## config.mk

```make
export PLATFORM = sky130hd
export DESIGN_NAME = pattern_sequencer
export DESIGN_NICKNAME = d
export VERILOG_FILES = /design/src/rtl/pattern_sequencer.sv
export SDC_FILE = /design/constraint.sdc
export NUM_CORES = 1
export LEC_CHECK = 0
export CORE_AREA = 2 2 154 156
export CTS_BUF_LIST = sky130_fd_sc_hd__clkbuf_4 sky130_fd_sc_hd__clkbuf_8
export DETAILED_ROUTE_END_ITERATION = 7
export DIE_AREA = 0 0 156 158
export PLACE_DENSITY = 0.54
export SLEW_MARGIN = 20
export SYNTH_ARGS = -nofsm -noshare
export SYNTH_HDL_FRONTEND = slang
export SYNTH_SLANG_ARGS = --single-unit
```

## constraint.sdc

```tcl
create_clock -name i_clk -period 7.9 [get_ports i_clk]
set_input_delay 0.79 -clock i_clk [delete_from_list [all_inputs] [get_ports i_clk]]
set_output_delay 0.79 -clock i_clk [all_outputs]
set_load 0.01 [all_outputs]
```

## src/rtl/pattern_sequencer.sv

```systemverilog
// Multi-channel note pattern sequencer: each tick scans every channel, fetching its
// current pattern entry from a synchronous ROM and emitting registered note events.
module pattern_sequencer #(
  parameter  int NUM_CH = 4,
  parameter  int ADDR_W = 8,
  parameter  int NOTE_W = 6,
  parameter  int DUR_W  = 5,
  parameter  int INST_W = 4,
  localparam int CH_W   = (NUM_CH > 1) ? $clog2(NUM_CH) : 1,
  localparam int DATA_W = NOTE_W + DUR_W + INST_W
) (
  input  logic              i_clk,
  input  logic              i_rst,
  input  logic              i_tick,
  input  logic              i_cmd_valid,
  output logic              o_cmd_ready,
  input  logic [CH_W-1:0]   i_cmd_ch,
  input  logic              i_cmd_stop,
  input  logic [ADDR_W-1:0] i_cmd_base,
  input  logic [ADDR_W-1:0] i_cmd_len,
  input  logic              i_cmd_loop,
  output logic [ADDR_W-1:0] o_rom_addr,
  input  logic [DATA_W-1:0] i_rom_data,
  output logic              o_note_valid,
  output logic [CH_W-1:0]   o_note_ch,
  output logic [NOTE_W-1:0] o_note,
  output logic [DUR_W-1:0]  o_note_dur,
  output logic [INST_W-1:0] o_note_inst,
  output logic [NUM_CH-1:0] o_ch_done,
  output logic              o_busy,
  output logic              o_overrun
);

  typedef enum logic [1:0] {IDLE, ADDR, DATA} state_e;

  state_e              state_q, state_d;
  logic [CH_W-1:0]     ch_q, ch_d;
  logic                pending_q, pending_d;

  logic [NUM_CH-1:0]   active_q, active_d;
  logic [NUM_CH-1:0]   first_q, first_d;
  logic [NUM_CH-1:0]   loop_q, loop_d;
  logic [ADDR_W-1:0]   base_q [NUM_CH];
  logic [ADDR_W-1:0]   base_d [NUM_CH];
  logic [ADDR_W-1:0]   len_q [NUM_CH];
  logic [ADDR_W-1:0]   len_d [NUM_CH];
  // One extra bit so a full-length pattern can still reach len+1.
  logic [ADDR_W:0]     index_q [NUM_CH];
  logic [ADDR_W:0]     index_d [NUM_CH];
  logic [DUR_W-1:0]    dur_cnt_q [NUM_CH];
  logic [DUR_W-1:0]    dur_cnt_d [NUM_CH];
  logic [DUR_W-1:0]    cur_dur_q [NUM_CH];
  logic [DUR_W-1:0]    cur_dur_d [NUM_CH];

  logic [ADDR_W-1:0]   rom_addr_q, rom_addr_d;
  logic                note_valid_q, note_valid_d;
  logic [CH_W-1:0]     note_ch_q, note_ch_d;
  logic [NOTE_W-1:0]   note_q, note_d;
  logic [DUR_W-1:0]    note_dur_q, note_dur_d;
  logic [INST_W-1:0]   note_inst_q, note_inst_d;
  logic [NUM_CH-1:0]   ch_done_q, ch_done_d;
  logic                overrun_q, overrun_d;

  logic                sel_active, sel_first, sel_loop;
  logic [ADDR_W-1:0]   sel_base, sel_len;
  logic [ADDR_W:0]     sel_index, eff_index;
  logic [DUR_W-1:0]    sel_cnt, sel_cur;
  logic [ADDR_W-1:0]   fetch_addr;
  logic                past_end, note_due;

  always_comb begin
    sel_active = 1'b0;
    sel_first  = 1'b0;
    sel_loop   = 1'b0;
    sel_base   = '0;
    sel_len    = '0;
    sel_index  = '0;
    sel_cnt    = '0;
    sel_cur    = '0;
    for (int c = 0; c < NUM_CH; c++) begin
      if (ch_q == CH_W'(c)) begin
        sel_active = active_q[c];
        sel_first  = first_q[c];
        sel_loop   = loop_q[c];
        sel_base   = base_q[c];
        sel_len    = len_q[c];
        sel_index  = index_q[c];
        sel_cnt    = dur_cnt_q[c];
        sel_cur    = cur_dur_q[c];
      end
    end
    // A looping pattern that ran off its end restarts at entry 0 within this slot.
    past_end   = sel_index > {1'b0, sel_len};
    eff_index  = (past_end && sel_loop) ? '0 : sel_index;
    fetch_addr = sel_base + eff_index[ADDR_W-1:0];
    note_due   = sel_first || (sel_cnt == sel_cur);
  end

  always_comb begin
    state_d      = state_q;
    ch_d         = ch_q;
    pending_d    = pending_q;
    active_d     = active_q;
    first_d      = first_q;
    loop_d       = loop_q;
    base_d       = base_q;
    len_d        = len_q;
    index_d      = index_q;
    dur_cnt_d    = dur_cnt_q;
    cur_dur_d    = cur_dur_q;
    rom_addr_d   = rom_addr_q;
    note_valid_d = 1'b0;
    note_ch_d    = note_ch_q;
    note_d       = note_q;
    note_dur_d   = note_dur_q;
    note_inst_d  = note_inst_q;
    ch_done_d    = '0;
    overrun_d    = 1'b0;

    case (state_q)
      IDLE: begin
        if (i_cmd_valid) begin
          for (int c = 0; c < NUM_CH; c++) begin
            if (i_cmd_ch == CH_W'(c)) begin
              if (i_cmd_stop) begin
                active_d[c] = 1'b0;
              end else begin
                active_d[c]  = 1'b1;
                first_d[c]   = 1'b1;
                loop_d[c]    = i_cmd_loop;
                base_d[c]    = i_cmd_base;
                len_d[c]     = i_cmd_len;
                index_d[c]   = '0;
                dur_cnt_d[c] = '0;
              end
            end
          end
        end
        if (i_tick || pending_q) begin
          state_d   = ADDR;
          ch_d      = '0;
          pending_d = pending_q && i_tick;
        end
      end
      ADDR: begin
        rom_addr_d = fetch_addr;
        state_d    = DATA;
      end
      DATA: begin
        for (int c = 0; c < NUM_CH; c++) begin
          if (ch_q == CH_W'(c) && sel_active) begin
            if (!note_due) begin
              dur_cnt_d[c] = sel_cnt + 1'b1;
            end else if (!past_end || sel_loop) begin
              note_valid_d = 1'b1;
              note_ch_d    = ch_q;
              note_d       = i_rom_data[NOTE_W-1:0];
              note_dur_d   = i_rom_data[NOTE_W +: DUR_W];
              note_inst_d  = i_rom_data[NOTE_W+DUR_W +: INST_W];
              cur_dur_d[c] = i_rom_data[NOTE_W +: DUR_W];
              dur_cnt_d[c] = '0;
              first_d[c]   = 1'b0;
              index_d[c]   = eff_index + 1'b1;
            end else begin
              active_d[c]  = 1'b0;
              ch_done_d[c] = 1'b1;
            end
          end
        end
        if (ch_q == CH_W'(NUM_CH - 1)) begin
          state_d = IDLE;
        end else begin
          ch_d    = ch_q + CH_W'(1);
          state_d = ADDR;
        end
      end
      default: state_d = IDLE;
    endcase

    // Only one tick can wait behind a running scan; any further one is reported.
    if (state_q != IDLE && i_tick) begin
      if (pending_q) overrun_d = 1'b1;
      else           pending_d = 1'b1;
    end
  end

  always_ff @(posedge i_clk) begin
    if (i_rst) begin
      state_q      <= IDLE;
      ch_q         <= '0;
      pending_q    <= 1'b0;
      active_q     <= '0;
      first_q      <= '0;
      loop_q       <= '0;
      for (int c = 0; c < NUM_CH; c++) begin
        base_q[c]    <= '0;
        len_q[c]     <= '0;
        index_q[c]   <= '0;
        dur_cnt_q[c] <= '0;
        cur_dur_q[c] <= '0;
      end
      rom_addr_q   <= '0;
      note_valid_q <= 1'b0;
      note_ch_q    <= '0;
      note_q       <= '0;
      note_dur_q   <= '0;
      note_inst_q  <= '0;
      ch_done_q    <= '0;
      overrun_q    <= 1'b0;
    end else begin
      state_q      <= state_d;
      ch_q         <= ch_d;
      pending_q    <= pending_d;
      active_q     <= active_d;
      first_q      <= first_d;
      loop_q       <= loop_d;
      base_q       <= base_d;
      len_q        <= len_d;
      index_q      <= index_d;
      dur_cnt_q    <= dur_cnt_d;
      cur_dur_q    <= cur_dur_d;
      rom_addr_q   <= rom_addr_d;
      note_valid_q <= note_valid_d;
      note_ch_q    <= note_ch_d;
      note_q       <= note_d;
      note_dur_q   <= note_dur_d;
      note_inst_q  <= note_inst_d;
      ch_done_q    <= ch_done_d;
      overrun_q    <= overrun_d;
    end
  end

  assign o_cmd_ready  = (state_q == IDLE);
  assign o_busy       = (state_q != IDLE);
  assign o_rom_addr   = (state_q == ADDR) ? fetch_addr : rom_addr_q;
  assign o_note_valid = note_valid_q;
  assign o_note_ch    = note_ch_q;
  assign o_note       = note_q;
  assign o_note_dur   = note_dur_q;
  assign o_note_inst  = note_inst_q;
  assign o_ch_done    = ch_done_q;
  assign o_overrun    = overrun_q;

endmodule

```

==> reports/metrics.cfg <==
[floorplan]
io_pins=72
die_width_um=156
die_y_um=158
fp.coreArea_um2=23050
rows=56
die_area_um2=24650
initial_core_util=0.3949

[sta]
setup_violations=0
tightestPinTransition_ns=1.028
finalSetupTns_ns=0
fmaxAchievable_ghz=0.1360
fin_crit_sh=0.9309
fin_ws_ns=0.5456
period_minus_slack_ns=7.354
max_slew_margin=0.3150
drv_slew=0
skew_ns=0.01860
finalHoldViolations=0
rsz0062_at_grt=false

[pwr]
swShare=0.2767
peakVddDrop_uv=114.4
switchingPower_w=0.0004762
power_leakage_nw=4.016
clkPwrFrac=0.354
p_int_w=0.001245
p_comb_frac=0.085
power_density_nw_per_um2=166.6
seqPwrFrac=0.561

[detailed_routing]
wl_per_cell_um=17.38
wirelength_mm=25.21
route.vias.total=7650
dr.pass1.iters=5
drtIter0Drc=526
drtAntennaViolNets=0
drc=0
via_per_inst=5.272

[logic_synthesis]
yosysTopAreaCell=dfxtp_1
synth_most_common_cell=nand2_1
yosys.area.top_type_share=0.4135
syn_inst=1119
synth_area_um2=9102
synth-edff-count=0
yosys_warnings=0
synth_cell_types=68
ys.flop_type=dfxtp_1
syn_area_per_cell_um2=8.134
ys_top_cells_by_count=nand2_1, dfxtp_1, a21oi_1, mux2i_1, nor2_1
syn_nets=1180
ys_seq_elements=188
synth.area.top_cells=dfxtp_1, nand2_1, mux2i_1, a21oi_1, nor2_1
yosysSeqAreaShare=0.4135
synthArstFlopShare=0

[placed_design]
port_buffers=71
place.gp.congestion=0.8152
pre_cts_slack_ns=1.039
place_area_um2=9950
dp_hpwl_mm=16.97

[clock_tree]
cts.sinks=188
htreeDepth=4
clock_path_buffers=2
cts-hold-fix-buffers=0
cts_tree=done
cts_resized=0
cts_buffers=17
clk-insertion-delay-late_ns=0.47
clockRootBuffer=clkbuf_8
clk_pin_slew_ns=0.10
post_cts_buffers=0

[finish]
multiInputGateArea_um2=4898
layout.nets=1209
area_growth_pct=13.46
final_area_um2=10330
drive_gt1_frac=0.06546
nFillCells=2367
seqCellArea_um2=3764
finish.utilization=0.4480
diodes=0

[worst_setup_path]
crit_fanout=46
required_ns=7.11
worst_setup_path_end_kind=output port
worstSetupStartpointType=flop
regToRegSetupSlack_ns=2.16
crit_type=flop to output port
cp.arrival_ns=6.56

[global_routing]
overflow=0
grt_max_degree=99
grt_pass1_vias=7362
grtUsageTotal=0.2109
antenna_found_initial=0
grt_pass1_wl_mm=40.98

[worst_hold_path]
hold_class=flop to flop

[outcome]
outcome=completed

[run]
drv_cap=0

-- worst max-delay path: stages, from the launching register on --
cell             delay, ns
dfxtp_1               0.51
ha_2                  0.46
buf_4                 0.49
a211o_1               0.19
a31oi_1               0.04
a221oi_1              0.57
ha_1                  0.36
nand4_1               0.11
a21oi_1               0.05
o41ai_1               0.65
a21oi_2               0.31
nor2_1                0.23
ha_1                  0.19
inv_1                 0.06
fa_1                  0.42
inv_1                 0.07
a21oi_1               0.06
o21bai_1              0.19
a21o_1                0.14
a21oi_1               0.07
xor2_1                0.14
o21ai_0               0.20
clkdlybuf4s50_1       0.58
-- power by group through the flow --
stage               logic [W]  clock network [W]  registers [W]
floorplan           0.0000934                  0       0.000984
global route         0.000161           0.000671       0.000967
detailed placement   0.000147                  0       0.000987
CTS                  0.000148           0.000628       0.000965
global placement     0.000147                  0       0.000987
finish               0.000147           0.000608       0.000965
-- through the flow --
stage / power, W / hold WS [ns] / cells
final: 0.001721 / 0.4582 / 1451
after global routing: 0.001799 / 0.4811 / 1451
after CTS: 0.001741 / 0.4615 / 1451
after detailed placement: 0.001134 / 0.4446 / 1419
after global placement: 0.001135 / 0.4420 / 1419
after floorplan: 0.001077 / 0.4296 / 1119
-- sequential cells by signal (all words and copies together), names as in the netlist, 5 cells and up --
name	count
index_q	36
o_note	6
o_note_dur	5
base_q	32
dur_cnt_q	20
len_q	32
rom_addr_q	8
cur_dur_q	20
-- per-layer routing --
| layer | global-route usage | vias to the layer above | wire length (um) |
|---|---|---|---|
| met5 | 0 | - | 0 |
| met4 | 0.06247 | 0 | 372 |
| met3 | 0.02464 | 27 | 685 |
| met2 | 0.3399 | 125 | 11600 |
| met1 | 0.2973 | 3588 | 12550 |
| li1 | - | 3910 | - |
-- placed cells by master (no fill, tap or decap), drive strengths merged, types with 3 or more instances in the layout --
cell / Yosys / final
mux2i: 86 / 86
xor2: 11 / 11
nand2: 252 / 252
a22o: 3 / 3
a32o: 8 / 8
nor4b: 4 / 4
ha: 21 / 21
nand3: 30 / 30
nand3b: 6 / 6
nor3: 4 / 4
a31oi: 10 / 10
clkinv: 0 / 4
nor2: 74 / 74
buf: 30 / 17
nand2b: 8 / 8
a22oi: 3 / 3
inv: 31 / 38
o31ai: 10 / 10
clkbuf: 47 / 19
and3: 20 / 20
nand4: 4 / 4
a211oi: 9 / 9
o211ai: 6 / 6
xnor2: 7 / 7
nor2b: 13 / 13
nor3b: 3 / 3
and2: 10 / 10
a311oi: 5 / 5
dfxtp: 188 / 188
a211o: 3 / 3
clkdlybuf4s50: 0 / 70
a221oi: 5 / 5
a21o: 6 / 6
o21ai: 39 / 39
mux2: 3 / 3
or2: 4 / 4
a21oi: 129 / 129
-- logic make-up (layout without fill, tap and decap cells) --
group | count (synthesis) | count (layout) | synth area share
muxes | 89 | 89 | 0.09828
adders and majority gates | 22 | 22 | 0.03107
AOI/OAI and AO/OA | 252 | 252 | 0.1699
and+or+nand+nor | 442 | 442 | 0.2183
DFF | 188 | 188 | 0.4135
xor gates and xnor gates | 18 | 18 | 0.01732
buffers and inverters | 108 | 150 | 0.05168
-- path summary, 6_finish.rpt --
kind                                         startpoint  cells after the start                       end
worst min-delay path            base_q[10]$_SDFFE_PP0P_                      2   base_q[10]$_SDFFE_PP0P_
worst max register to register     ch_q[0]$_SDFFE_PP0P_                     22  rom_addr_q[6]$_SDFF_PP0_
worst min register to register  base_q[10]$_SDFFE_PP0P_                      2   base_q[10]$_SDFFE_PP0P_
worst max-delay path               ch_q[0]$_SDFFE_PP0P_                     22             o_rom_addr[6]
-- layout make-up --
type,instances,area share
timing repair buffer,87,0.08020
clock inverter,13,0.01054
sequential,188,0.3644
clock buffer,19,0.02411
tap,290,0.03513
inverter,31,0.01127
multi-input combinational,823,0.4743
No activity file was read; power rests on OpenSTA's default activity.
